<file path="src/rtl/adc083000_cfg_pkg.sv">
// Shared types and the fixed power-up register table for the ADC083000
// configuration sequencer.
package adc083000_cfg_pkg;

  typedef enum logic [2:0] {
    ST_IDLE    = 3'd0,
    ST_LOAD    = 3'd1,
    ST_WAIT_CS = 3'd2,
    ST_SHIFT   = 3'd3,
    ST_GAP     = 3'd4
  } state_e;

  localparam int INIT_LEN = 4;
  localparam int IDX_W    = 2;

  // One serializer word: 4-bit register address plus 16-bit register data.
  typedef struct packed {
    logic [3:0]  addr;
    logic [15:0] data;
  } cfg_word_t;

  localparam int WORD_W = $bits(cfg_word_t);

  // Power-up register table, sent in index order.
  function automatic cfg_word_t init_word(input logic [IDX_W-1:0] idx);
    cfg_word_t w;
    case (idx)
      2'd0:    w = '{addr: 4'h1, data: 16'hB2FF};
      2'd1:    w = '{addr: 4'h2, data: 16'h007F};
      2'd2:    w = '{addr: 4'h3, data: 16'h807F};
      default: w = '{addr: 4'hE, data: 16'h00FF};
    endcase
    return w;
  endfunction

endpackage

</file>
<file path="src/rtl/adc083000_cfg_fifo.sv">
// Host write FIFO: DEPTH entries of W bits, pointer-with-wrap-bit full/empty.
module adc083000_cfg_fifo #(
  parameter int DEPTH = 4,
  parameter int W     = 20
) (
  input  logic         clk,
  input  logic         rst_n,
  input  logic         push_i,
  input  logic [W-1:0] wdata_i,
  input  logic         pop_i,
  output logic [W-1:0] rdata_o,
  output logic         full_o,
  output logic         empty_o
);

  localparam int AW = $clog2(DEPTH);

  logic [W-1:0] mem_q [DEPTH];
  logic [AW:0]  wr_ptr_q, rd_ptr_q;
  logic         do_push, do_pop;

  assign full_o  = (wr_ptr_q[AW] != rd_ptr_q[AW]) &&
                   (wr_ptr_q[AW-1:0] == rd_ptr_q[AW-1:0]);
  assign empty_o = (wr_ptr_q == rd_ptr_q);
  assign do_push = push_i && !full_o;
  assign do_pop  = pop_i && !empty_o;
  assign rdata_o = mem_q[rd_ptr_q[AW-1:0]];

  // Storage array; contents are don't-care while empty, so no reset.
  always_ff @(posedge clk) begin
    if (do_push) mem_q[wr_ptr_q[AW-1:0]] <= wdata_i;
  end

  // Read/write pointers; reset flushes the FIFO.
  always_ff @(posedge clk or negedge rst_n) begin
    if (!rst_n) begin
      wr_ptr_q <= '0;
      rd_ptr_q <= '0;
    end else begin
      if (do_push) wr_ptr_q <= wr_ptr_q + 1'b1;
      if (do_pop)  rd_ptr_q <= rd_ptr_q + 1'b1;
    end
  end

endmodule

</file>
<file path="src/rtl/adc083000_cfg_sequencer.sv">
// Feeds the ADC083000 serial-interface serializer: init table first, then
// queued host writes, one word per spi_start with a chip-select idle gap.
module adc083000_cfg_sequencer
  import adc083000_cfg_pkg::*;
#(
  parameter int FIFO_DEPTH    = 4,
  parameter int GAP_CYCLES    = 4,
  parameter int START_TIMEOUT = 8,
  parameter int INIT_ENABLE   = 1
) (
  input  logic        sclk,
  input  logic        reset_n,
  input  logic [3:0]  host_addr,
  input  logic [15:0] host_data,
  input  logic        host_valid,
  output logic        host_ready,
  input  logic        init_req,
  output logic [3:0]  spi_addr,
  output logic [15:0] spi_data,
  output logic        spi_start,
  input  logic        spi_cs,
  output logic        busy,
  output logic        init_done,
  output logic        err_timeout,
  input  logic        err_clr,
  output logic [15:0] words_sent
);

  localparam int TMO_W = $clog2(START_TIMEOUT + 1);
  localparam int GAP_W = $clog2(GAP_CYCLES + 1);
  localparam logic [IDX_W-1:0] LAST_IDX = IDX_W'(INIT_LEN - 1);

  state_e           state_q, state_d;
  cfg_word_t        word_q, word_d;
  logic             cur_host_q, cur_host_d;   // word in flight came from the FIFO
  logic             cur_last_q, cur_last_d;   // word in flight is the last init entry
  logic             pend_q, pend_d;           // init table (re)run outstanding
  logic [IDX_W-1:0] idx_q, idx_d;
  logic             done_q, done_d;
  logic             arm_q;                    // low only on the first cycle out of reset
  logic [TMO_W-1:0] tmo_q, tmo_d;
  logic [GAP_W-1:0] gap_q, gap_d;
  logic             err_q;
  logic [15:0]      words_q;

  logic             fifo_full, fifo_empty, fifo_pop;
  cfg_word_t        fifo_head;
  logic             tmo_hit, gap_hit, tmo_fire, cs_seen, capture;

  adc083000_cfg_fifo #(
    .DEPTH (FIFO_DEPTH),
    .W     (WORD_W)
  ) u_fifo (
    .clk     (sclk),
    .rst_n   (reset_n),
    .push_i  (host_valid),
    .wdata_i ({host_addr, host_data}),
    .pop_i   (fifo_pop),
    .rdata_o (fifo_head),
    .full_o  (fifo_full),
    .empty_o (fifo_empty)
  );

  // tmo_q counts cycles since spi_start (LOAD is cycle 1); gap_q counts
  // spi_cs-low cycles, starting with the cycle the fall or timeout is seen.
  assign tmo_hit  = tmo_q >= TMO_W'(START_TIMEOUT - 1);
  assign gap_hit  = gap_q >= GAP_W'(GAP_CYCLES - 1);
  assign tmo_fire = (state_q == ST_WAIT_CS) && !spi_cs && tmo_hit;
  assign cs_seen  = (state_q == ST_WAIT_CS) && spi_cs;
  assign capture  = (state_q == ST_IDLE) && (state_d == ST_LOAD);

  // State register.
  always_ff @(posedge sclk or negedge reset_n) begin
    if (!reset_n) state_q <= ST_IDLE;
    else          state_q <= state_d;
  end

  // Next-state logic.
  always_comb begin
    state_d = state_q;
    case (state_q)
      ST_IDLE:    if (pend_q || !fifo_empty) state_d = ST_LOAD;
      ST_LOAD:    state_d = ST_WAIT_CS;
      ST_WAIT_CS: begin
        if (spi_cs)       state_d = ST_SHIFT;
        else if (tmo_hit) state_d = ST_GAP;
      end
      ST_SHIFT:   if (!spi_cs) state_d = ST_GAP;
      ST_GAP:     if (gap_hit) state_d = ST_IDLE;
      default:    state_d = ST_IDLE;
    endcase
  end

  // FSM outputs.
  always_comb begin
    spi_start = (state_q == ST_LOAD);
    fifo_pop  = (state_q == ST_LOAD) && cur_host_q;
    busy      = (state_q != ST_IDLE) || !fifo_empty || pend_q;
  end

  // Word selection, init bookkeeping and cycle counters.
  always_comb begin
    word_d     = word_q;
    cur_host_d = cur_host_q;
    cur_last_d = cur_last_q;
    pend_d     = pend_q;
    idx_d      = idx_q;
    done_d     = done_q;
    tmo_d      = tmo_q;
    gap_d      = gap_q;

    if (!arm_q) pend_d = (INIT_ENABLE != 0);

    // Word is latched on entry to LOAD so it is valid alongside spi_start
    // and held until the next LOAD. Pending init beats the FIFO.
    if (capture) begin
      if (pend_q) begin
        word_d     = init_word(idx_q);
        cur_host_d = 1'b0;
        cur_last_d = (idx_q == LAST_IDX);
        idx_d      = idx_q + 1'b1;
        if (idx_q == LAST_IDX) pend_d = 1'b0;
      end else begin
        word_d     = fifo_head;
        cur_host_d = 1'b1;
        cur_last_d = 1'b0;
      end
    end

    if (state_q == ST_LOAD)         tmo_d = TMO_W'(1);
    else if (state_q == ST_WAIT_CS) tmo_d = tmo_q + 1'b1;

    if (tmo_fire || ((state_q == ST_SHIFT) && !spi_cs)) gap_d = GAP_W'(1);
    else if (state_q == ST_GAP)                          gap_d = gap_q + 1'b1;

    if ((state_q == ST_GAP) && gap_hit && cur_last_q) done_d = 1'b1;

    // Rerun request: the word in flight finishes, then the table restarts.
    if (init_req) begin
      pend_d     = 1'b1;
      idx_d      = '0;
      done_d     = 1'b0;
      cur_last_d = 1'b0;
    end
  end

  // Datapath and bookkeeping registers.
  always_ff @(posedge sclk or negedge reset_n) begin
    if (!reset_n) begin
      word_q     <= '0;
      cur_host_q <= 1'b0;
      cur_last_q <= 1'b0;
      pend_q     <= 1'b0;
      idx_q      <= '0;
      done_q     <= 1'b0;
      arm_q      <= 1'b0;
      tmo_q      <= '0;
      gap_q      <= '0;
    end else begin
      word_q     <= word_d;
      cur_host_q <= cur_host_d;
      cur_last_q <= cur_last_d;
      pend_q     <= pend_d;
      idx_q      <= idx_d;
      done_q     <= done_d;
      arm_q      <= 1'b1;
      tmo_q      <= tmo_d;
      gap_q      <= gap_d;
    end
  end

  // Sticky timeout flag; a new timeout beats err_clr.
  always_ff @(posedge sclk or negedge reset_n) begin
    if (!reset_n)     err_q <= 1'b0;
    else if (tmo_fire) err_q <= 1'b1;
    else if (err_clr)  err_q <= 1'b0;
  end

  // Count of words the serializer actually started on; wraps naturally.
  always_ff @(posedge sclk or negedge reset_n) begin
    if (!reset_n)    words_q <= '0;
    else if (cs_seen) words_q <= words_q + 16'd1;
  end

  assign host_ready  = !fifo_full;
  assign spi_addr    = word_q.addr;
  assign spi_data    = word_q.data;
  assign init_done   = done_q;
  assign err_timeout = err_q;
  assign words_sent  = words_q;

endmodule

</file>
<file path="config.mk">
export PLATFORM = sky130hd
export DESIGN_NAME = adc083000_cfg_sequencer
export DESIGN_NICKNAME = d
export VERILOG_FILES = /design/src/rtl/adc083000_cfg_pkg.sv /design/src/rtl/adc083000_cfg_fifo.sv /design/src/rtl/adc083000_cfg_sequencer.sv
export SDC_FILE = /design/constraint.sdc
export NUM_CORES = 1
export LEC_CHECK = 0
export ABC_AREA = 1
export BUFFER_PORTS_ARGS = -buffer_cell sky130_fd_sc_hd__buf_2
export CORE_UTILIZATION = 45
export CTS_CLUSTER_SIZE = 30
export DETAILED_ROUTE_END_ITERATION = 16
export GPL_TIMING_DRIVEN = 0
export PLACE_DENSITY = 0.75
export SETUP_SLACK_MARGIN = 0.5
export SLEW_MARGIN = 10
export SYNTH_ARGS = -nofsm -noshare
export SYNTH_HDL_FRONTEND = slang
export SYNTH_SLANG_ARGS = --single-unit
</file>
<file path="constraint.sdc">
create_clock -name sclk -period 4.27 [get_ports sclk]
set_input_delay 1.0675 -clock sclk [delete_from_list [all_inputs] [get_ports sclk]]
set_output_delay 1.0675 -clock sclk [all_outputs]
set_load 0.02 [all_outputs]
</file>
# ---- Yosys cells after proc, flatten, opt, wreduce, memory -nomap -nowiden
# Memory sizes are Yosys's and may differ from the RTL's.
# Cells that the tools add are included.
dict set report word_totals {
  reg_bits 60
  ram_bits 80
  in_bits 26
  output_inout_bits 41
  wordCells 93
  memories 1
}
dict set report op_classes {
  addsub 6
  n_lt_le_gt_ge 2
  n_eq_ne 11
  muxes 30
  reduce_logical 28
}
# memory words word_bits rd rd_ports_with_merged_regs write_ports line_no
set mem_list {}
lappend mem_list {u_fifo.mem_q 4 20 1 0 1 adc083000_cfg_fifo.sv:18} ;# logic [W-1:0] mem_q [DEPTH];
# op n
set ops {}
lappend ops {{$pmux 20 s3} 1}
lappend ops {{$mux 3} 7}
lappend ops {{$mux 20} 1}
lappend ops {{$add 16x1->16 const B} 1}
lappend ops {{$mux 1} 15}
lappend ops {{$pmux 3 s5} 1}
lappend ops {{$reduce_bool 2->1} 6}
lappend ops {{$logic_and 1x1->1} 11}
lappend ops {{$add 3x1->3 const B} 3}
lappend ops {{$mux 4} 2}
lappend ops {{$eq 3x1->1 const B} 2}
lappend ops {{$eq 3x2->1 const B} 2}
lappend ops {{$mux 2} 3}
lappend ops {{$add 4x1->4 const B} 1}
lappend ops {{$eq 2x2->1 const B} 2}
lappend ops {{$ge 4x3->1 const B} 1}
lappend ops {{$logic_or 1x1->1} 4}
lappend ops {{$eq 3x3->1} 1}
lappend ops {{$eq 3x3->1 const B} 1}
lappend ops {{$ge 3x2->1 const B} 1}
lappend ops {{$logic_not 1->1} 3}
lappend ops {{$logic_not 3->1} 1}
lappend ops {{$reduce_bool 3->1} 1}
lappend ops {{$add 2x1->2 const B} 1}
lappend ops {{other kinds (5)} 5}

# ---- Longest topological paths before layout
# Gate-level depths: netlist of the first run.
dict set report depth {
  ltp_word 9
  depth_mapped 10
}

# ---- Hierarchy
# Synthesis of the first run repeated with hierarchy kept, for this count alone.
dict set report unflattened {
  cells_unflattened 560
  hier_area_um2 6022.0
}
# module instances cells_each area_each_um2
set modules_own_cells {}
lappend modules_own_cells {adc083000_cfg_fifo 1 255 3380.7}
lappend modules_own_cells {adc083000_cfg_sequencer 1 305 2641.3}

# ---- Worst setup path before layout of the first run
# Ideal clock, no wire load.
dict set report synth_path {
  kind {in2reg}
  start {input host_valid}
  end {memory u_fifo.mem_q[0][0] (enable)}
  t_arrival_ns 2.078
  setup_slack_ns 1.795
  path_stages 2
  n_path_buf 0
  path_cell_list {nand2_1 -> nor2_1}
}
dict set report synth_via {
  elab_chain_cells 3
}
# item line_no
set synth_lines {}
lappend synth_lines {{start, declared} adc083000_cfg_sequencer.sv:15} ;# input logic host_valid,
lappend synth_lines {{$logic_and 1x1->1} adc083000_cfg_fifo.sv:25} ;# assign do_push = push_i && !full_o;
lappend synth_lines {{$mux 1} adc083000_cfg_fifo.sv:31} ;# if (do_push) mem_q[wr_ptr_q[AW-1:0]] <= wdata_i;
lappend synth_lines {{$mux 1 (not written as such)} adc083000_cfg_fifo.sv:31}
lappend synth_lines {{end, declared} adc083000_cfg_fifo.sv:18}
# No other way between the ends.

# ---- Worst setup path after layout of the first run
dict set report layout_path {
  start {register state_q[0]}
  end {output busy}
}
dict set report layout_via {
  elab_chain_cells 3
}
# item line_no
set layout_lines {}
lappend layout_lines {{start, declared} adc083000_cfg_sequencer.sv:33} ;# state_e state_q, state_d;
lappend layout_lines {{start signal, assigned} adc083000_cfg_sequencer.sv:75} ;# else state_q <= state_d;
lappend layout_lines {{$reduce_bool 3->1} adc083000_cfg_sequencer.sv:98} ;# busy = (state_q != ST_IDLE) || !fifo_empty || pend_q;
lappend layout_lines {{$logic_or 1x1->1 (2 in series)} adc083000_cfg_sequencer.sv:98}
lappend layout_lines {{end, declared} adc083000_cfg_sequencer.sv:22} ;# output logic busy,
# No other way between the ends.

==> results of run 1 <==
==> synth_stat cells (all sizes together) <==
library cell  count  area share [%]
a21boi            1            0.12
a21oi             6            0.48
a31oi             2            0.20
buf              11             1.1
clkbuf           10            0.59
clkinv            1           0.059
conb              1           0.059
dfrtp            60              24
edfxtp           80              38
ha               14             2.8
inv              61             3.6
nand2           189              11
nand3            62             5.2
nand3b            1            0.12
nand4            14             1.7
nor2             78             5.0
nor3              1            0.26
o21ai            39             3.1
o22ai             1           0.099
o31ai             1            0.12
or2               3            0.30
xnor2             7             1.3
xor2              5            0.69
==> worst max path at each step <==
stage / slack [ns] / cells after the start / endpoint
after floorplan: 1.80 / 2 / u_fifo.mem_q[0][0]
after global placement: 0.92 / 3 / u_fifo.mem_q[3][19]
after detailed placement: 1.57 / 4 / busy
after CTS: 1.10 / 4 / busy
after global routing: 1.0 / 4 / busy
final: 1.12 / 4 / busy
==> stage by stage <==
| stage | setup slack (ns) | power (mW) |
|---|---|---|
| after floorplan | 1.80 | 2.88 |
| after global placement | 0.917 | 3.28 |
| after detailed placement | 1.57 | 3.36 |
| after CTS | 1.10 | 4.69 |
| after global routing | 0.999 | 4.94 |
| final | 1.12 | 4.66 |
==> where the power goes <==
part	leakage [nW]	switching [mW]	internal, mW	total (mW)
Sequential	1.49	0.199	1.77	1.97
Clock	0.248	0.579	0.736	1.32
Combinational	1.60	0.924	0.451	1.37
==> flip-flops by register name, indices dropped and copies added, names as in the netlist, 3 cells and up <==
name	cells
words_sent	16
gap_q	3
tmo_q	4
state_q	3
spi_data	16
spi_addr	4
u_fifo.mem_q	80
u_fifo.wr_ptr_q	3
u_fifo.rd_ptr_q	3
==> kinds of logic after synthesis <==
| logic type | synth area share (%) |
|---|---|
| AND/OR/NAND/NOR | 24.0 |
| flip-flops | 61.8 |
| buffers and inverters | 5.35 |
| AO/OA/AOI/OAI | 4.10 |
| adder cells (fa/ha/maj) | 2.77 |
| XOR/XNOR | 1.96 |
| other | 0.0593 |
==> area by class of cell <==
| class | count | area (um2) | area share, % |
|---|---|---|---|
| flip-flops and latches | 140 | 3900 | 52.3 |
| multi-input cells | 425 | 2090 | 27.9 |
| clock buffers | 17 | 425 | 5.70 |
| repair buffers | 70 | 393 | 5.26 |
| inverters | 62 | 233 | 3.12 |
| well taps | 176 | 220 | 2.95 |
| plain buffers | 21 | 105 | 1.41 |
| clock inverters | 15 | 100 | 1.34 |
==> routing by layer <==
metal	share of wire [%]	track usage, %
met1	43	26.5
met2	49	35.7
met3	5.3	5.99
met4	2.2	9.03
met5	0	0
==> critical path, cell delays in order, from the launching register on <==
cell and delay [ns]:
dfrtp_1 0.44, nor3_4 0.43, clkbuf_1 0.40, nand3_1 0.18, buf_2 0.20
==> metrics.cfg, run 1 <==
[grt]
grt_max_degree = 61
grt_pass1_wl_um = 23400
grt_pass1_vias = 4716
antenna_found_initial = 0
grt-ovfl-total = 0
grt.total_usage_pct = 21.5

[setup_path]
r2r-end = u_fifo.mem_q[2][17]
r2r-start = u_fifo.wr_ptr_q[1]
worstSetupPathType = flop to output pin
rrSetupSlack_ns = 2.02
cp_max_fo = 10
critPathLaunch = state_q[0]
worst-endpoint-arrival_ns = 2.08
critPathLaunchType = flop
end_kind = output pin
crit_required_ns = 3.20
ff2ff_path_depth = 7

[power_and_ir_drop]
irDropWorstVdd_v = 0.000356
power_density_mw_per_mm2 = 624
power_leakage_nw = 3.34

[clock_tree]
clk_pin_slew_ns = 0.06
cts_max_path_buffers = 2
ctsResizeCount = 0
cts.sink_count = 140
clock-root-buffer = clkbuf_16
hold_buffers = 0
cts_max_level = 4
cts_tree = built
post_cts_buffers = 0
cts_buffers = 17
clk_latency_ns = 0.43

[cells_and_area]
fill_cells = 1174
nNetsFinal = 777
antenna_cells = 0
design_area_mm2 = 0.00747
stdcell_count = 926
areaGrowthSynthToFinish_pct = 18.2
drive_above_1_share_pct = 16.9
fin_util_pct = 55.5
layout_commonest_cell = nand2_1
mostFrequentLayoutCells = nand2_1 (187), edfxtp_1 (80), buf_2 (74), nor2_1 (72)

[floorplanning]
die_h_um = 120
dieArea_mm2 = 0.0145
start_util_pct = 47.0
fp-row-count = 42
die_x_um = 120
core_mm2 = 0.0135
pin_count = 67

[worst_hold_path]
hp-start = arm_q
hold_end = pend_q
hold_class = flop to flop
hold_depth = 1

[detailed_routing]
wirelength_um = 14200
wl_per_cell_um = 15.3
postRouteAntennaNets = 0
vias_per_cell = 5.12
drt_iter0_drc = 348
vias = 4742
drc = 0
firstDrtPassIters = 5

[placement]
dpl.cell_count = 894
place_congestion = 0.838
post-dp-hpwl_um = 9470
port_buffers = 66
place_area_mm2 = 0.00694

[timing]
tightestPinTransition_ns = 0.774
slew_headroom_pct = 48.4
final_hold_viol_count = 0
rsz0062_at_grt = no
drv_slew = 0
fin_tns_setup_ns = 0
fin_worst_skew_ns = 0.00640
worst_hold_slack_ns = 0.459
max_freq_mhz = 317
finalCritPeriodShare_pct = 73.8
setup_viol = 0
min_period_ns = 3.15

[synth]
yosys_warnings = 0
synth_cells = 648
synth_fp_nets = 688
syn_area_per_cell_um2 = 9.75
yosys_register_bits = 140
syn_area_mm2 = 0.00632
synth_cell_types = 35
synth_seq_area_share_pct = 61.8

[job]
max_cap_viol_count = 0

[run_status]
status = complete, no violations

Power figures use the tool's default switching activity.
==> run 2: changes to the inputs <==
==> constraint.sdc (replaced) <==
create_clock -name sclk -period 2.9 [get_ports sclk]
set_input_delay 0.725 -clock sclk [delete_from_list [all_inputs] [get_ports sclk]]
set_output_delay 0.725 -clock sclk [all_outputs]
set_load 0.02 [all_outputs]
==> run 2 against run 1 <==
  * Routed wire length up 1.3%
  * First-iteration DRC count decreased by 4.3%
  * Register-to-register slack got worse by 1.4 ns
==> metrics.cfg, run 2 (synthesis results as in run 1) <==
[floorplanning]
fp-row-count = 42  ; unchanged
die_x_um = 120  ; unchanged
pin_count = 67  ; unchanged
dieArea_mm2 = 0.0145  ; unchanged
die_h_um = 120  ; unchanged
core_mm2 = 0.0135  ; unchanged
start_util_pct = 47.0  ; unchanged

[detailed_routing]
firstDrtPassIters = 5  ; unchanged
vias_per_cell = 5.10  ; was 5.12
wirelength_um = 14400  ; was 14,200 um
postRouteAntennaNets = 0  ; unchanged
wl_per_cell_um = 15.4  ; was 15.3 um
vias = 4745  ; was 4,742
drt_iter0_drc = 333  ; was 348
drc = 0  ; unchanged

[grt]
grt_pass1_wl_um = 23500  ; was 23,400 um
grt-ovfl-total = 0  ; unchanged
grt-busiest-layer = met2  ; unchanged
use_met3_pct = 5.99  ; unchanged
grt.total_usage_pct = 21.6  ; was 21.5%
grt_max_degree = 61  ; unchanged
antenna_found_initial = 0  ; unchanged
met2_usage_pct = 36.0  ; was 35.7%
use_met1_pct = 26.4  ; was 26.5%
grt_pass1_vias = 4749  ; was 4,716

[run_status]
status = complete, no violations  ; unchanged

[timing]
finalCritPeriodShare_pct = 80.7
rsz0062_at_grt = yes  ; was no
fin_tns_setup_ns = 0  ; unchanged
final_hold_viol_count = 0  ; unchanged
fin_worst_skew_ns = 0.00596  ; was 0.00640 ns
slew_headroom_pct = 48.0  ; was 48.4%
setup_viol = 0  ; unchanged
min_period_ns = 2.34
drv_slew = 0  ; unchanged
layout_setup_ws_ns = 0.559  ; was 1.12 ns
max_freq_mhz = 427
tightestPinTransition_ns = 0.781  ; was 0.774 ns

[clock_tree]
clk_pin_slew_ns = 0.06  ; about the same
cts.sink_count = 140  ; unchanged
hold_buffers = 0  ; unchanged
cts_max_path_buffers = 2  ; unchanged
cts_max_level = 4  ; unchanged
cts_tree = built  ; unchanged
cts_buffers = 17  ; unchanged
clk_latency_ns = 0.43  ; about the same
clock-root-buffer = clkbuf_16  ; unchanged

[setup_path]
critPathLaunchType = flop  ; unchanged
cp_max_fo = 7  ; was 10
crit_required_ns = 2.17  ; was 3.20 ns
end_kind = output pin  ; unchanged
worstSetupPathType = flop to output pin  ; unchanged
worst-endpoint-arrival_ns = 1.62  ; was 2.08 ns

[cells_and_area]
stdcell_count = 931  ; was 926
drive_above_1_share_pct = 18.7  ; was 16.9%
antenna_cells = 0  ; unchanged
mostFrequentLayoutCells = nand2_1 (185), edfxtp_1 (80), buf_2 (73), nor2_1 (71), nand3_1 (60)  ; was nand2_1 (187), edfxtp_1 (80), buf_2 (74), nor2_1 (72)
largest_register_ffs = 80  ; unchanged
design_area_mm2 = 0.00756  ; was 0.00747 mm2
layout_commonest_cell = nand2_1  ; unchanged
nNetsFinal = 782  ; was 777
fin_util_pct = 56.2  ; was 55.5%
areaGrowthSynthToFinish_pct = 19.7  ; was 18.2%

[power_and_ir_drop]
irDropWorstVdd_v = 0.000541  ; was 0.000356 V
power_leakage_nw = 3.38  ; was 3.34 nW
power_density_mw_per_mm2 = 924  ; was 624 mW/mm2

[worst_hold_path]
hold_class = input port to asynchronous set/reset pin  ; was flop to flop

[placement]
post-place-ws_ns = 0.542  ; was 1.57 ns
place_area_mm2 = 0.00694  ; unchanged
place_congestion = 0.838  ; unchanged
dpl.cell_count = 894  ; unchanged
post-dp-hpwl_um = 9470  ; unchanged
port_buffers = 66  ; unchanged

[job]
max_cap_viol_count = 0  ; unchanged

run 2: through the flow:
stage	power (mW)	hold WS (ns)
4_1_cts	6.97	0.399
5_1_grt	7.41	0.443
3_3_place_gp	4.83	0.421
2_1_floorplan	4.24	0.418
3_5_place_dp	4.94	0.432
6_report	6.99	0.371
run 2: final timing paths:
path,slack [ns],depth (start not counted),start,endpoint
worst max-delay path,0.56,6,u_fifo.rd_ptr_q[0],busy
worst min-delay path,0.37,1,reset_n,err_timeout
worst max register to register,0.66,7,u_fifo.rd_ptr_q[0],u_fifo.mem_q[1][5]
worst min register to register,0.45,1,arm_q,pend_q
max in group asynchronous,1.96,1,reset_n,pend_q
min in group sclk,0.45,1,arm_q,pend_q
run 2: area by class of cell:
cell class	count	area, um2
clock buffer	17	425
sequential	140	3910
inverter	62	234
multi-input combinational	425	2130
timing repair buffer	75	437
clock inverter	15	100
buffer	21	116
tap	176	220
fill	1152	5890
run 2: routing by layer:
layer | vias to the layer above | part of all wire (%) | wire, um
met3 | 27 | 6.2 | 896
met4 | 0 | 2.1 | 305
met2 | 145 | 48 | 6960
met1 | 2260 | 43 | 6190
li1 | 2313 | - | -
met5 | - | 0 | 0
run 2: timing repair:
action                                 CTS  global route
buffers inserted                         4             1
setup endpoints to repair                2            14
gates resized for setup                  7            14
endpoints found under the hold margin    0             0
pin swaps                                3             1
cloned                                   0             0
run 2: report_power, final:
part | internal (mW) | switching, mW
registers | 2.61 | 0.296
logic | 0.744 | 1.41
clock network | 1.08 | 0.851
run 2: worst max-delay path, stage by stage, from the launching register on:
cell and delay (ns):
dfrtp_1 0.38, clkbuf_4 0.19, xnor2_4 0.18, nand3_4 0.10, inv_1 0.06, nand3_1 0.09, buf_2 0.18
==> run 3: changes to the inputs <==
--- a/config.mk
+++ b/config.mk
@@ -5,13 +5,13 @@
 export SDC_FILE = /design/constraint.sdc
 export NUM_CORES = 1
 export LEC_CHECK = 0
-export ABC_AREA = 1
+export ABC_AREA = 0
 export BUFFER_PORTS_ARGS = -buffer_cell sky130_fd_sc_hd__buf_2
 export CORE_UTILIZATION = 45
 export CTS_CLUSTER_SIZE = 30
 export DETAILED_ROUTE_END_ITERATION = 16
 export GPL_TIMING_DRIVEN = 0
-export PLACE_DENSITY = 0.75
+export PLACE_DENSITY = 0.77
 export SETUP_SLACK_MARGIN = 0.5
 export SLEW_MARGIN = 10
 export SYNTH_ARGS = -nofsm -noshare
==> constraint.sdc (replaced) <==
create_clock -name sclk -period 2.15 [get_ports sclk]
set_input_delay 0.5375 -clock sclk [delete_from_list [all_inputs] [get_ports sclk]]
set_output_delay 0.5375 -clock sclk [all_outputs]
set_load 0.02 [all_outputs]
==> run 3 against run 2 <==
  * Die area down 5.9%
  * Combinational power rose by 110%
  * Non-clock buffer count up 19
  * Critical path type unchanged
  * Global-route usage fell by 1.2 points
  * Power is 64% higher
  * Clock skew rose by 0.0022 ns
  * Via count decreased by 18%
  * Synthesized cell count down 39%
==> metrics.cfg, run 3 <==
[floorplanning]
fp-row-count = 41  ; was 42
die_x_um = 117  ; was 120 um
die_h_um = 117  ; was 120 um
core_mm2 = 0.0127  ; was 0.0135 mm2
pin_count = 67  ; unchanged
dieArea_mm2 = 0.0137  ; was 0.0145 mm2
start_util_pct = 46.7  ; was 47.0%

[placement]
post-dp-hpwl_um = 7480  ; was 9470 um
place_congestion = 0.748  ; was 0.838
dpl.cell_count = 636  ; was 894
port_buffers = 66  ; unchanged

[setup_path]
worstSetupPathType = flop to output pin  ; unchanged
slowest_stage = dfrtp_2  ; was dfrtp_1
slowest_delay_ns = 0.47  ; was 0.38 ns
crit_required_ns = 1.61  ; was 2.17 ns
r2r-end = u_fifo.mem_q[2][10]  ; was u_fifo.mem_q[1][5]
r2r-start = u_fifo.rd_ptr_q[0]  ; unchanged
rrSetupSlack_ns = 0.10  ; was 0.66 ns
path_cells = xor2_4 -> nor3_4 -> nand3_4 -> buf_6  ; was clkbuf_4 -> xnor2_4 -> nand3_4 -> inv_1 -> nand3_1 -> buf_2
cp_max_fo = 5  ; was 7
ff2ff_path_depth = 8  ; was 7
critPathLaunchType = flop  ; unchanged
end_kind = output pin  ; unchanged
critPathTopFamily = flip-flops  ; was buffers and inverters
worst-endpoint-arrival_ns = 1.59  ; was 1.62 ns
cp.buffers_inverters = 1  ; was 3

[cells_and_area]
nNetsFinal = 568  ; was 782
areaGrowthSynthToFinish_pct = 30.6  ; was 19.7%
fill_cells = 961  ; was 1,152
stdcell_count = 713  ; was 931
antenna_cells = 0  ; unchanged
largest_register_ffs = 80  ; unchanged
layout_commonest_cell = edfxtp_1  ; was nand2_1
mostFrequentLayoutCells = edfxtp_1 (80), buf_2 (63), dfrtp_1 (54), nand2_1 (26), buf_4 (25)  ; was nand2_1 (185), edfxtp_1 (80), buf_2 (73), nor2_1 (71), nand3_1 (60)
fin_util_pct = 60.9  ; was 56.2%
drive_above_1_share_pct = 40.1  ; was 18.7%

[job]
max_cap_viol_count = 0  ; unchanged

[detailed_routing]
vias_per_cell = 5.48  ; was 5.10
wl_per_cell_um = 18.9  ; was 15.4 um
dr.max_layer_used = met4  ; unchanged
drc = 0  ; unchanged
wirelength_um = 13500  ; was 14,400 um
wl_met1_um = 5530  ; was 6190 um
vias = 3910  ; was 4,745
drt_iter0_drc = 244  ; was 333
postRouteAntennaNets = 0  ; unchanged
firstDrtPassIters = 4  ; was 5
dr_wl_met2_um = 6910  ; was 6960 um
dr_wl_met3_um = 672  ; was 896 um

[timing]
setup_viol = 0  ; unchanged
min_period_ns = 2.13
drv_slew = 0  ; unchanged
final_hold_viol_count = 0  ; unchanged
tightestPinTransition_ns = 0.776  ; was 0.781 ns
slew_headroom_pct = 48.3  ; was 48.0%
max_freq_mhz = 470
finalCritPeriodShare_pct = 99.1
rsz0062_at_grt = yes  ; unchanged
fin_worst_skew_ns = 0.00812  ; was 0.00596 ns
fin_tns_setup_ns = 0  ; unchanged

[synth]
synthTopCellsByArea = edfxtp_1 (40%), dfrtp_1 (25%), mux4_2 (5.7%)  ; was edfxtp_1 (38%), dfrtp_1 (24%), nand2_1 (11%)
synth_top_area_share_pct = 40.5  ; was 38.0%
synth_ff_type = edfxtp_1  ; unchanged
yosysMostFrequentCell = edfxtp_1  ; was nand2_1
synth_fp_nets = 438  ; was 688
synth_cell_types = 54  ; was 35
syn_area_per_cell_um2 = 14.9  ; was 9.75 um2
yosys_warnings = 0  ; unchanged
synth_cells = 398  ; was 648
synth_common_cells = edfxtp_1 (80), dfrtp_1 (60), nand2_1 (26), nor2_1 (22), a21oi_1 (18)  ; was nand2_1 (187), edfxtp_1 (80), nor2_1 (76)
yosysTopAreaCell = edfxtp_1  ; unchanged
syn_area_mm2 = 0.00594  ; was 0.00632 mm2
synth-async-reset-ratio_pct = 42.9  ; unchanged
synth_seq_area_share_pct = 65.8  ; was 61.8%
synth_enable_flop_cells = 80  ; unchanged
yosys_register_bits = 140  ; unchanged

[grt]
grt_max_degree = 61  ; unchanged
grt_pass1_vias = 3864  ; was 4,749
antenna_found_initial = 0  ; unchanged
grt-ovfl-total = 0  ; unchanged
grt.total_usage_pct = 20.4  ; was 21.6%
grt_pass1_wl_um = 20000  ; was 23,500 um

[run_status]
status = complete, no violations  ; unchanged

[clock_tree]
cts_max_level = 4  ; unchanged
cts_buffers = 17  ; unchanged
cts_tree = built  ; unchanged
clk_pin_slew_ns = 0.06  ; about the same
cts_max_path_buffers = 2  ; unchanged
cts.sink_count = 140  ; unchanged
clock-root-buffer = clkbuf_16  ; unchanged
clk_latency_ns = 0.42  ; was 0.43 ns

[power_and_ir_drop]
power_leakage_nw = 3.09  ; was 3.38 nW
irDropWorstVdd_v = 0.000629  ; was 0.000541 V
power_density_mw_per_mm2 = 1480  ; was 924 mW/mm2

[worst_hold_path]
hold_class = input port to asynchronous set/reset pin  ; unchanged

[run 3: metal layers]
layer,up-vias,global-route usage (%)
li1,1771,-
met1,1997,24.8
met2,111,32.9
met3,31,5.51
met4,0,11.7
met5,-,0
[run 3: repair_timing]
action / 4_1_cts / 5_1_grt
gates cloned: 12 / 1
gates resized for setup: 43 / 32
setup buffers: 23 / 9
hold buffers: 0 / 0
endpoints found under the setup margin: 105 / 124
pin swaps: 14 / 15
[run 3: power breakdown]
| part | leakage, nW | switching, mW | internal [mW] |
|---|---|---|---|
| Clock | 0.287 | 1.04 | 1.93 |
| Combinational | 1.35 | 2.43 | 2.18 |
| Sequential | 1.46 | 0.377 | 3.51 |
[run 3: logic make-up (layout without fill, tap and decap cells)]
| logic type | Yosys count | in the layout | share of synthesized area (%) |
|---|---|---|---|
| adder cells (fa/ha/maj) | 14 | 14 | 2.95 |
| XOR/XNOR | 26 | 26 | 4.59 |
| AO/OA/AOI/OAI | 73 | 73 | 8.45 |
| flip-flops | 140 | 140 | 65.8 |
| AND/OR/NAND/NOR | 86 | 98 | 7.48 |
| multiplexers | 28 | 28 | 8.20 |
| buffers and inverters | 30 | 161 | 2.51 |
| other | 1 | 1 | 0.0632 |
[run 3: cell type report]
class / count / area (um2) / area share [%]
Timing Repair Buffer: 99 / 662 / 8.54
Clock buffer: 23 / 448 / 5.78
Clock inverter: 9 / 146 / 1.89
Sequential cell: 140 / 3910 / 50.4
Multi-Input combinational cell: 240 / 2160 / 27.8
Tap cell: 172 / 215 / 2.78
Buffer: 16 / 160 / 2.07
Inverter: 14 / 55.1 / 0.710
[run 3: worst max-delay path by stage]
| stage | end | cells past startpoint | slack (ns) | start |
|---|---|---|---|---|
| finish | busy | 4 | 0.02 | u_fifo.rd_ptr_q[0] |
| floorplan | u_fifo.mem_q[0][0] | 4 | 0.40 | u_fifo.rd_ptr_q[0] |
| CTS | busy | 4 | 0.02 | u_fifo.rd_ptr_q[2] |
| global placement | busy | 5 | 0.04 | pend_q |
| detailed placement | busy | 5 | -0.0005 | pend_q |
| global route | busy | 5 | -0.03 | u_fifo.rd_ptr_q[1] |
[run 3: through the flow]
stage | power [mW] | worst slack (ns) | hold WS [ns] | area [um2]
finish | 11.5 | 0.0203 | 0.202 | 7750
global route | 12.0 | -0.0299 | 0.260 | 7750
CTS | 11.0 | 0.0196 | 0.229 | 7530
detailed placement | 7.17 | -0.000513 | 0.458 | 6530
global placement | 7.01 | 0.0371 | 0.450 | 6530
floorplan | 6.29 | 0.404 | 0.242 | 5980
[run 3: worst reg2reg max path, cell delays in order (launching register included)]
cell     delay (ns)
dfrtp_2        0.47
buf_8          0.19
xnor2_4        0.14
buf_4          0.15
a31oi_4        0.22
buf_4          0.15
buf_4          0.12
buf_4          0.12
and2_4         0.20
